File: config.mk
export PLATFORM = sky130hd
export DESIGN_NAME = dreq_credits_rd
export DESIGN_NICKNAME = d
export VERILOG_FILES = /design/src/rtl/dreq_credits_rd_pkg.sv /design/src/rtl/dreq_credits_rd_len_fifo.sv /design/src/rtl/dreq_credits_rd.sv
export SDC_FILE = /design/constraint.sdc
export NUM_CORES = 1
export LEC_CHECK = 0
export ABC_CLOCK_PERIOD_IN_PS = 45000
export CAP_MARGIN = 20
export CORE_UTILIZATION = 40
export CTS_CLUSTER_DIAMETER = 80
export DETAILED_ROUTE_END_ITERATION = 6
export HOLD_SLACK_MARGIN = 0.06
export PLACE_DENSITY = 0.67
export SYNTH_ARGS = -nofsm -noshare
export SYNTH_HDL_FRONTEND = slang
export SYNTH_SLANG_ARGS = --single-unit
File: constraint.sdc
create_clock -name aclk -period 45 [get_ports aclk]
set_clock_uncertainty 0.1 [all_clocks]
set_input_delay 4.5 -clock aclk [delete_from_list [all_inputs] [get_ports aclk]]
set_output_delay 4.5 -clock aclk [all_outputs]
set_load 0.01 [all_outputs]
File: src/rtl/dreq_credits_rd_pkg.sv
// Shared types for the read-request credit gate: the request descriptor layout and beat sizing.
package dreq_credits_rd_pkg;

    localparam int AXI_DATA_BITS = 512;
    localparam int BEAT_LOG_BITS = $clog2(AXI_DATA_BITS / 8);
    localparam int LEN_BITS      = 28;
    localparam int VADDR_BITS    = 48;
    localparam int PID_BITS      = 6;

    typedef struct packed {
        logic [VADDR_BITS-1:0] vaddr;
        logic [LEN_BITS-1:0]   len;
        logic [PID_BITS-1:0]   pid;
        logic                  last;
    } req_t;

    typedef struct packed {
        req_t req_1;
        req_t req_2;
    } dreq_t;

endpackage

File: src/rtl/dreq_credits_rd_len_fifo.sv
// Small synchronous FIFO holding the beat count of each request still in flight.
module dreq_credits_rd_len_fifo #(
    parameter int W     = 6,
    parameter int DEPTH = 8
) (
    input  logic         clk,
    input  logic         reset,
    input  logic         push,
    input  logic [W-1:0] pushData,
    input  logic         pop,
    output logic [W-1:0] head,
    output logic         full,
    output logic         empty
);

    localparam int AW = $clog2(DEPTH);

    logic [W-1:0] mem [DEPTH];
    logic [AW:0]  wrPtr_q, wrPtr_d;
    logic [AW:0]  rdPtr_q, rdPtr_d;

    // The extra pointer MSB distinguishes full from empty when the indices match.
    assign empty = (wrPtr_q == rdPtr_q);
    assign full  = (wrPtr_q[AW-1:0] == rdPtr_q[AW-1:0]) && (wrPtr_q[AW] != rdPtr_q[AW]);
    assign head  = mem[rdPtr_q[AW-1:0]];

    always_comb begin
        wrPtr_d = wrPtr_q;
        rdPtr_d = rdPtr_q;
        if (push && !full) begin
            wrPtr_d = wrPtr_q + 1'b1;
        end
        if (pop && !empty) begin
            rdPtr_d = rdPtr_q + 1'b1;
        end
    end

    always_ff @(posedge clk) begin
        if (reset) begin
            wrPtr_q <= '0;
            rdPtr_q <= '0;
        end else begin
            wrPtr_q <= wrPtr_d;
            rdPtr_q <= rdPtr_d;
        end
    end

    always_ff @(posedge clk) begin
        if (push && !full) begin
            mem[wrPtr_q[AW-1:0]] <= pushData;
        end
    end

endmodule

File: src/rtl/dreq_credits_rd.sv
// Read-request credit gate: forwards a request only when the region's read-data queue can hold its whole response.
module dreq_credits_rd
    import dreq_credits_rd_pkg::*;
#(
    parameter int DATA_BITS     = AXI_DATA_BITS,
    parameter int CRED_DEPTH    = 32,
    parameter int N_OUTSTANDING = 8,
    localparam int CW = $clog2(CRED_DEPTH) + 1,
    localparam int OW = $clog2(N_OUTSTANDING) + 1
) (
    input  logic          aclk,
    input  logic          areset,
    input  logic          s_req_valid,
    output logic          s_req_ready,
    input  dreq_t         s_req_data,
    output logic          m_req_valid,
    input  logic          m_req_ready,
    output dreq_t         m_req_data,
    input  logic          xfer,
    output logic          done,
    output logic [CW-1:0] credits,
    output logic [OW-1:0] outstanding,
    output logic          err
);

    localparam int NBW = LEN_BITS + 1;
    localparam int BLB = $clog2(DATA_BITS / 8);
    localparam logic [CW-1:0]  CRED_MAX = CW'(CRED_DEPTH);
    localparam logic [OW-1:0]  OUT_MAX  = OW'(N_OUTSTANDING);
    localparam logic [NBW-1:0] BEAT_RND = NBW'((1 << BLB) - 1);

    logic [CW-1:0]  credits_q, credits_d;
    logic [OW-1:0]  outstanding_q, outstanding_d;
    logic [CW-1:0]  remaining_q, remaining_d;
    logic           done_q, err_q, err_d;
    logic [NBW-1:0] nBeats;
    logic           accept, intReady, xferOk, credFull, pop;
    logic [CW-1:0]  head;
    logic           fifoFull, fifoEmpty;

    logic  outValid_q, outValid_d, skidValid_q, skidValid_d;
    dreq_t outData_q, outData_d, skidData_q, skidData_d;

    // One bit of headroom over the length field so the ceiling add cannot wrap.
    assign nBeats = ({1'b0, s_req_data.req_2.len} + BEAT_RND) >> BLB;

    assign accept = s_req_valid && intReady && !fifoFull
                 && (NBW'(credits_q) >= nBeats)
                 && (outstanding_q < OUT_MAX)
                 && (nBeats != '0);
    assign s_req_ready = accept;
    assign intReady    = !skidValid_q;
    assign xferOk      = xfer && !fifoEmpty;
    assign credFull    = (credits_q == CRED_MAX);

    dreq_credits_rd_len_fifo #(
        .W     (CW),
        .DEPTH (N_OUTSTANDING)
    ) uLenFifo (
        .clk      (aclk),
        .reset    (areset),
        .push     (accept),
        .pushData (nBeats[CW-1:0]),
        .pop      (pop),
        .head     (head),
        .full     (fifoFull),
        .empty    (fifoEmpty)
    );

    always_comb begin
        remaining_d = remaining_q;
        pop         = 1'b0;
        if (xferOk) begin
            if (remaining_q == '0) begin
                if (head == CW'(1)) begin
                    pop = 1'b1;
                end else begin
                    remaining_d = head - 1'b1;
                end
            end else begin
                remaining_d = remaining_q - 1'b1;
                pop         = (remaining_q == CW'(1));
            end
        end
        credits_d     = credits_q - (accept ? nBeats[CW-1:0] : '0)
                                  + ((xferOk && !credFull) ? CW'(1) : '0);
        outstanding_d = outstanding_q + (accept ? OW'(1) : '0) - (pop ? OW'(1) : '0);
        err_d         = err_q
                      | (xfer && (fifoEmpty || credFull))
                      | (s_req_valid && ((nBeats == '0) || (nBeats > NBW'(CRED_DEPTH))));
    end

    always_ff @(posedge aclk) begin
        if (areset) begin
            credits_q     <= CRED_MAX;
            outstanding_q <= '0;
            remaining_q   <= '0;
            done_q        <= 1'b0;
            err_q         <= 1'b0;
        end else begin
            credits_q     <= credits_d;
            outstanding_q <= outstanding_d;
            remaining_q   <= remaining_d;
            done_q        <= pop;
            err_q         <= err_d;
        end
    end

    // Two-entry output slice: the skid entry lets upstream ready come from a register, not from m_req_ready.
    always_comb begin
        outValid_d  = outValid_q;
        outData_d   = outData_q;
        skidValid_d = skidValid_q;
        skidData_d  = skidData_q;
        if (!outValid_q || m_req_ready) begin
            if (skidValid_q) begin
                outValid_d  = 1'b1;
                outData_d   = skidData_q;
                skidValid_d = 1'b0;
            end else begin
                outValid_d = accept;
                if (accept) begin
                    outData_d = s_req_data;
                end
            end
        end else if (accept) begin
            skidValid_d = 1'b1;
            skidData_d  = s_req_data;
        end
    end

    always_ff @(posedge aclk) begin
        if (areset) begin
            outValid_q  <= 1'b0;
            skidValid_q <= 1'b0;
        end else begin
            outValid_q  <= outValid_d;
            skidValid_q <= skidValid_d;
        end
    end

    always_ff @(posedge aclk) begin
        outData_q  <= outData_d;
        skidData_q <= skidData_d;
    end

    assign m_req_valid = outValid_q;
    assign m_req_data  = outData_q;
    assign done        = done_q;
    assign credits     = credits_q;
    assign outstanding = outstanding_q;
    assign err         = err_q;

endmodule
==> flow_metrics.tcl, run 1 <==
set metrics [dict create \
    start_util_pct 40.5 \
    grt_overflow 0 \
    setup.worst_path.end_class "output port" \
    placementRows 73 \
    drt_first_pass_iters 5 \
    final-setup-viol-count 0 \
    synth_top_cell_area_share_pct 70.8 \
    top_usage_layer "met2" \
    grtUsageMet3_pct 8.57 \
    power.leakage_nw 7.16 \
    grt_setup_unrepaired "no" \
    crit_type "in -> out" \
    cts_sinks 411 \
    vias 9103 \
    maxCapViolCount 0 \
    synth_edf_count 380 \
    tightest_slew_ps 1170 \
    synth-warning-count 0 \
    synth_top_area_cell "edfxtp_1" \
    yosysSeqAreaShare_pct 74.7 \
    hp-class "reg -> reg" \
    first_global_vias 9383 \
    cts_buffer_depth 3 \
    grt_usage_pct 19.2 \
    core_um2 39700 \
    final.setup.tns_ps 0 \
    grt_start_max_net_pins 146 \
    yosys.cell_types.count 58 \
    post_cts_buffers 0 \
    yosys_most_used_dff "edfxtp_1" \
    cts_hold_buffers 0 \
    io_buffers 350 \
    drtIter0Drc 596 \
    clk_latency_ps 570 \
    numCtsBuffers 44 \
    area_growth_syn_to_layout_pct 34.3 \
    use_met1_pct 22.8 \
    cts_tree "built" \
    final_antenna_net_count 0 \
    reg2reg_slack_ps 40390 \
    syn-num-nets 1081 \
    crit_arrival_ps 9140 \
    die_area_um2 41100 \
    fin_crit_ps 13740 \
    synth-seq-cells 411 \
    ios 351 \
    wl_per_cell_um 21.8 \
    final_layout_size_suffix_gt1_share_pct 20.6 \
    fillers 3193 \
    clk_transition_reported_paths_ps 60 \
    dp_hpwl_um 27300 \
    grtUsageMet2_pct 31.3 \
    die_w_um 203 \
    hold_violations 0 \
    worst-endpoint-required_ps 40400 \
    cp_max_fo 11 \
    drt-total-wl_um 39400 \
    fin_crit_sh_pct 30.5 \
    powerDensity_nw_per_um2 36.8 \
    slew_headroom_pct 21.6 \
    finalMaxSlewViolations 0 \
    drcViolationCount 0 \
    synth_most_common_cell "edfxtp_1" \
    peakVddDrop_mv 0.0316 \
    synthArstFlopShare_pct 0 \
    antenna_found_initial 6 \
    root_buffer "clkbuf_16" \
    syn_area_um2 16100 \
    htree_levels 2 \
    fmax_mhz 72.8 \
    via_per_inst 5.03 \
    p_total_mw 0.796 \
    final_nets 1452 \
    ctsResizeCount 0 \
    syn_inst 882 \
    synth_area_leaders "edfxtp_1 (71%), mux2_2 (12%), dfxtp_1 (3.9%), ha_1 (2.0%), mux4_2 (1.7%)" \
    place_congestion 0.788 \
    grt_pass1_wl_um 58500 \
    status "completed" \
    ys_top_cells_by_count "edfxtp_1 (380), mux2_2 (166), dfxtp_1 (31)" \
    syn_area_per_cell_um2 18.3 \
    die_h_um 203 \
    cp-start-kind "input pin" \
]
-- sequential cells by signal, indices dropped and copies added, names as in the netlist, named ones only --
| register | flops |
|---|---|
| credits | 6 |
| m_req_data | 166 |
| uLenFifo.rdPtr_q | 4 |
| outstanding | 4 |
| uLenFifo.mem | 48 |
| uLenFifo.wrPtr_q | 4 |
| remaining_q | 6 |
| skidValid_q | 1 |
| done | 1 |
| err | 1 |
| skidData_q | 166 |
| m_req_valid | 1 |
-- metrics by stage --
step	utilization (%)	setup WS, ps	hold WS (ps)	std cells	cell area, um^2
after floorplan	-	24440	365	882	16100
after global placement	51.0	31420	390	1732	20300
after detailed placement	51.0	31300	391	1732	20300
after CTS	54.4	31280	399	1809	21600
after global routing	54.4	31040	428	1810	21600
final	54.4	31260	394	1811	21600
-- path summary, 6_finish.rpt --
| check | startpoint | depth (start not counted) | endpoint |
|---|---|---|---|
| min reg2reg | uLenFifo.wrPtr_q[3] | 2 | uLenFifo.wrPtr_q[3] |
| max reg2reg | credits[1] | 18 | credits[5] |
| max | s_req_data[10] | 14 | s_req_ready |
| min | uLenFifo.wrPtr_q[3] | 2 | uLenFifo.wrPtr_q[3] |
-- critical path: stages --
cell and delay [ps]:
clkdlybuf4s50_1 450, or4_4 590, or2_4 280, and3_1 210, xor2_1 540, inv_1 110, ha_1 320, nand4_1 110
a31o_2 270, a221oi_1 400, nand4_2 270, or2_4 380, inv_4 150, clkdlybuf4s50_1 560
-- where the power goes --
part | internal (mW) | switching [mW]
sequential | 0.417 | 0.0000574
clock | 0.204 | 0.145
combinational | 0.0198 | 0.00996
total | 0.641 | 0.155
-- area by class of cell --
cell class	instances	area, um^2	share of cell area [%]
tap	525	657	3.04
clock inverter	18	176	0.816
inverter	29	111	0.515
multi-input combinational	410	3880	17.9
sequential	411	12000	55.6
antenna	2	5.00	0.0231
timing repair buffer	357	3570	16.5
clock buffer	59	1200	5.55
-- layout by cell type (no fill, tap or decap), types with 12 or more instances in the layout --
cell type and n:
nand3_1 14, ha_1 26, clkdlybuf4s50_1 350, xnor2_1 15, clkbuf_1 13, mux4_2 12
edfxtp_1 380, nand2_1 22, xor2_1 13, a21oi_1 17, mux2_2 166, dfxtp_1 30
clkbuf_16 46, nor2_1 24, inv_1 28
-- cell families (layout without fill, tap and decap cells) --
family | Yosys count | count (layout) | synth area share [%]
buffers and inverters | 61 | 463 | 1.49
other | 0 | 2 | 0
XOR/XNOR | 28 | 28 | 1.52
AO/OA/AOI/OAI | 53 | 53 | 2.24
adder cells (fa/ha/maj) | 28 | 28 | 2.27
multiplexers | 187 | 187 | 13.8
flip-flops | 411 | 411 | 74.7
AND/OR/NAND/NOR | 114 | 114 | 3.95
-- metal layers --
| metal | vias to the layer above | wire [um] |
|---|---|---|
| li1 | 4189 | - |
| met1 | 4545 | 15200 |
| met2 | 306 | 19300 |
| met3 | 57 | 4140 |
| met4 | 6 | 739 |
| met5 | - | 43 |
No activity file was read; power rests on OpenSTA's default activity.
==> run 2: changes to the inputs <==
--- a/config.mk
+++ b/config.mk
@@ -5,7 +5,7 @@
 export SDC_FILE = /design/constraint.sdc
 export NUM_CORES = 1
 export LEC_CHECK = 0
-export ABC_CLOCK_PERIOD_IN_PS = 45000
+export ABC_CLOCK_PERIOD_IN_PS = 13500
 export CAP_MARGIN = 20
 export CORE_UTILIZATION = 40
 export CTS_CLUSTER_DIAMETER = 80
==> constraint.sdc (replaced) <==
create_clock -name aclk -period 13.5 [get_ports aclk]
set_clock_uncertainty 0.1 [all_clocks]
set_input_delay 1.35 -clock aclk [delete_from_list [all_inputs] [get_ports aclk]]
set_output_delay 1.35 -clock aclk [all_outputs]
set_load 0.01 [all_outputs]
==> flow_metrics.tcl, run 2 (same netlist as run 1, synthesis figures left out) <==
set metrics [dict create \
    status "completed" \
    final_cell_mix "edfxtp_1 (380), clkdlybuf4s50_1 (350), mux2_2 (166)" \
    use_met1_pct 22.3 \
    final_common_cell "edfxtp_1" \
    grt_overflow 0 \
    finalMaxSlewViolations 0 \
    wl_per_cell_um 21.1 \
    drt-total-wl_um 38400 \
    start_util_pct 40.5 \
    hold_start "uLenFifo.wrPtr_q[3]" \
    powerDensity_nw_per_um2 122 \
    ctsResizeCount 0 \
    critPathMaxStageDelay_ps 620 \
    crit_type "in -> out" \
    slew_headroom_pct 28.0 \
    worst-endpoint-required_ps 12050 \
    final_layout_size_suffix_gt1_share_pct 20.9 \
    holdPathStages 2 \
    clk_transition_reported_paths_ps 60 \
    final-setup-viol-count 0 \
    die_w_um 203 \
    place_congestion 0.806 \
    ios 351 \
    die_area_um2 41100 \
    core_um2 39700 \
    grt_usage_pct 18.6 \
    hp-class "reg -> reg" \
    cts_buffer_depth 3 \
    drcViolationCount 0 \
    final.setup.tns_ps 0 \
    post_cts_buffers 0 \
    clk_latency_ps 570 \
    reg2reg_slack_ps 8920 \
    final_antenna_net_count 0 \
    pwr-share-comb_pct 3.8 \
    pwr-share-seq_pct 52.6 \
    fin_crit_sh_pct 55.4 \
    numCtsBuffers 44 \
    r2r-start "credits[0]" \
    cp_max_fo 11 \
    placementRows 73 \
    crit_arrival_ps 6030 \
    cp-start-kind "input pin" \
    fin_crit_ps 7480 \
    peakVddDrop_mv 0.112 \
    switching_share_pct 19.9 \
    antenna_found_initial 6 \
    power_frac_clock_pct 43.6 \
    dpl_worst_slack_ps 5780 \
    io_buffers 350 \
    first_global_vias 9438 \
    power.leakage_nw 7.19 \
    path_cells "clkdlybuf4s50_1 > or4_4 > or2_4 > and3_1 > xor2_1 > inv_1 > ha_1 > nand4_1 > a31o_2 > a221oi_1 > nand4_2 > or2_4 > inv_4 > clkdlybuf4s50_1" \
    grt_setup_unrepaired "no" \
    worstRegToRegCells 19 \
    crit_slowest_cell "xor2_1" \
    setup_slack_ps 6020 \
    min_to "uLenFifo.wrPtr_q[3]" \
    via_per_inst 4.95 \
    grtUsageMet3_pct 8.62 \
    grt_pass1_wl_um 57200 \
    area_growth_syn_to_layout_pct 34.4 \
    cts_hold_buffers 0 \
    worstReg2RegEnd "credits[5]" \
    dp_hpwl_um 26400 \
    hold_violations 0 \
    root_buffer "clkbuf_16" \
    top_usage_layer "met2" \
    maxCapViolCount 0 \
    final_nets 1455 \
    setup.worst_path.end_class "output port" \
    htree_levels 2 \
    vias 8997 \
    tightest_slew_ps 1080 \
    grtUsageMet2_pct 29.4 \
    cts_sinks 411 \
    die_h_um 203 \
    drtIter0Drc 488 \
    cts_tree "built" \
    drt_first_pass_iters 4 \
    p_int_mw 2.12 \
    grt_start_max_net_pins 77 \
    fmax_mhz 134 \
    p_sw_mw 0.526 \
]
## run 2: metal layers
layer  routed length [um]  part of all wire, %
met1                15200                   40
met2                18200                   48
met3                 3950                   10
met4                  922                  2.4
met5                   36                0.094
## run 2: layout make-up
type,count,area [um^2]
Fill cell,3198,18100
Sequential cell,411,12000
Multi-Input combinational cell,410,3870
Timing Repair Buffer,360,3590
Clock buffer,54,1180
Tap cell,525,657
Clock inverter,24,189
Inverter,29,111
Antenna cell,4,10.0
## run 2: worst max-delay path by stage
stage	start	to	slack (ps)	cells past startpoint
3_5_place_dp	s_req_data[9]	skidData_q[63]	5780	14
4_1_cts	s_req_data[9]	s_req_ready	6040	14
6_report	s_req_data[9]	s_req_ready	6020	14
5_1_grt	s_req_data[9]	s_req_ready	5700	14
3_3_place_gp	s_req_data[9]	skidData_q[47]	5850	14
2_1_floorplan	s_req_data[10]	m_req_data[0]	470	13
## run 2: power by group through the flow
stage	clock [mW]	sequential, mW	combinational [mW]
global route	1.23	1.39	0.108
CTS	1.18	1.39	0.100
floorplan	0	1.42	0.0324
global placement	0	1.42	0.0962
detailed placement	0	1.42	0.0997
finish	1.15	1.39	0.0995
## run 2: critical path, delay by kind of cell
kind / cells / cell delay, ps
compound gates: 2 / 650
xor+xnor: 1 / 620
fa+ha+maj: 1 / 330
buf+inv: 4 / 1260
simple gates: 6 / 1800
## run 2: metrics by stage
stage | hold slack, ps | power (mW) | utilization [%] | instance area (um^2) | instances
after floorplan | 365 | 1.45 | - | 16100 | 882
after global placement | 390 | 1.51 | 51.0 | 20200 | 1734
after detailed placement | 390 | 1.52 | 51.0 | 20200 | 1734
after CTS | 400 | 2.67 | 54.4 | 21600 | 1812
after global routing | 425 | 2.72 | 54.5 | 21600 | 1816
final | 400 | 2.64 | 54.5 | 21600 | 1817
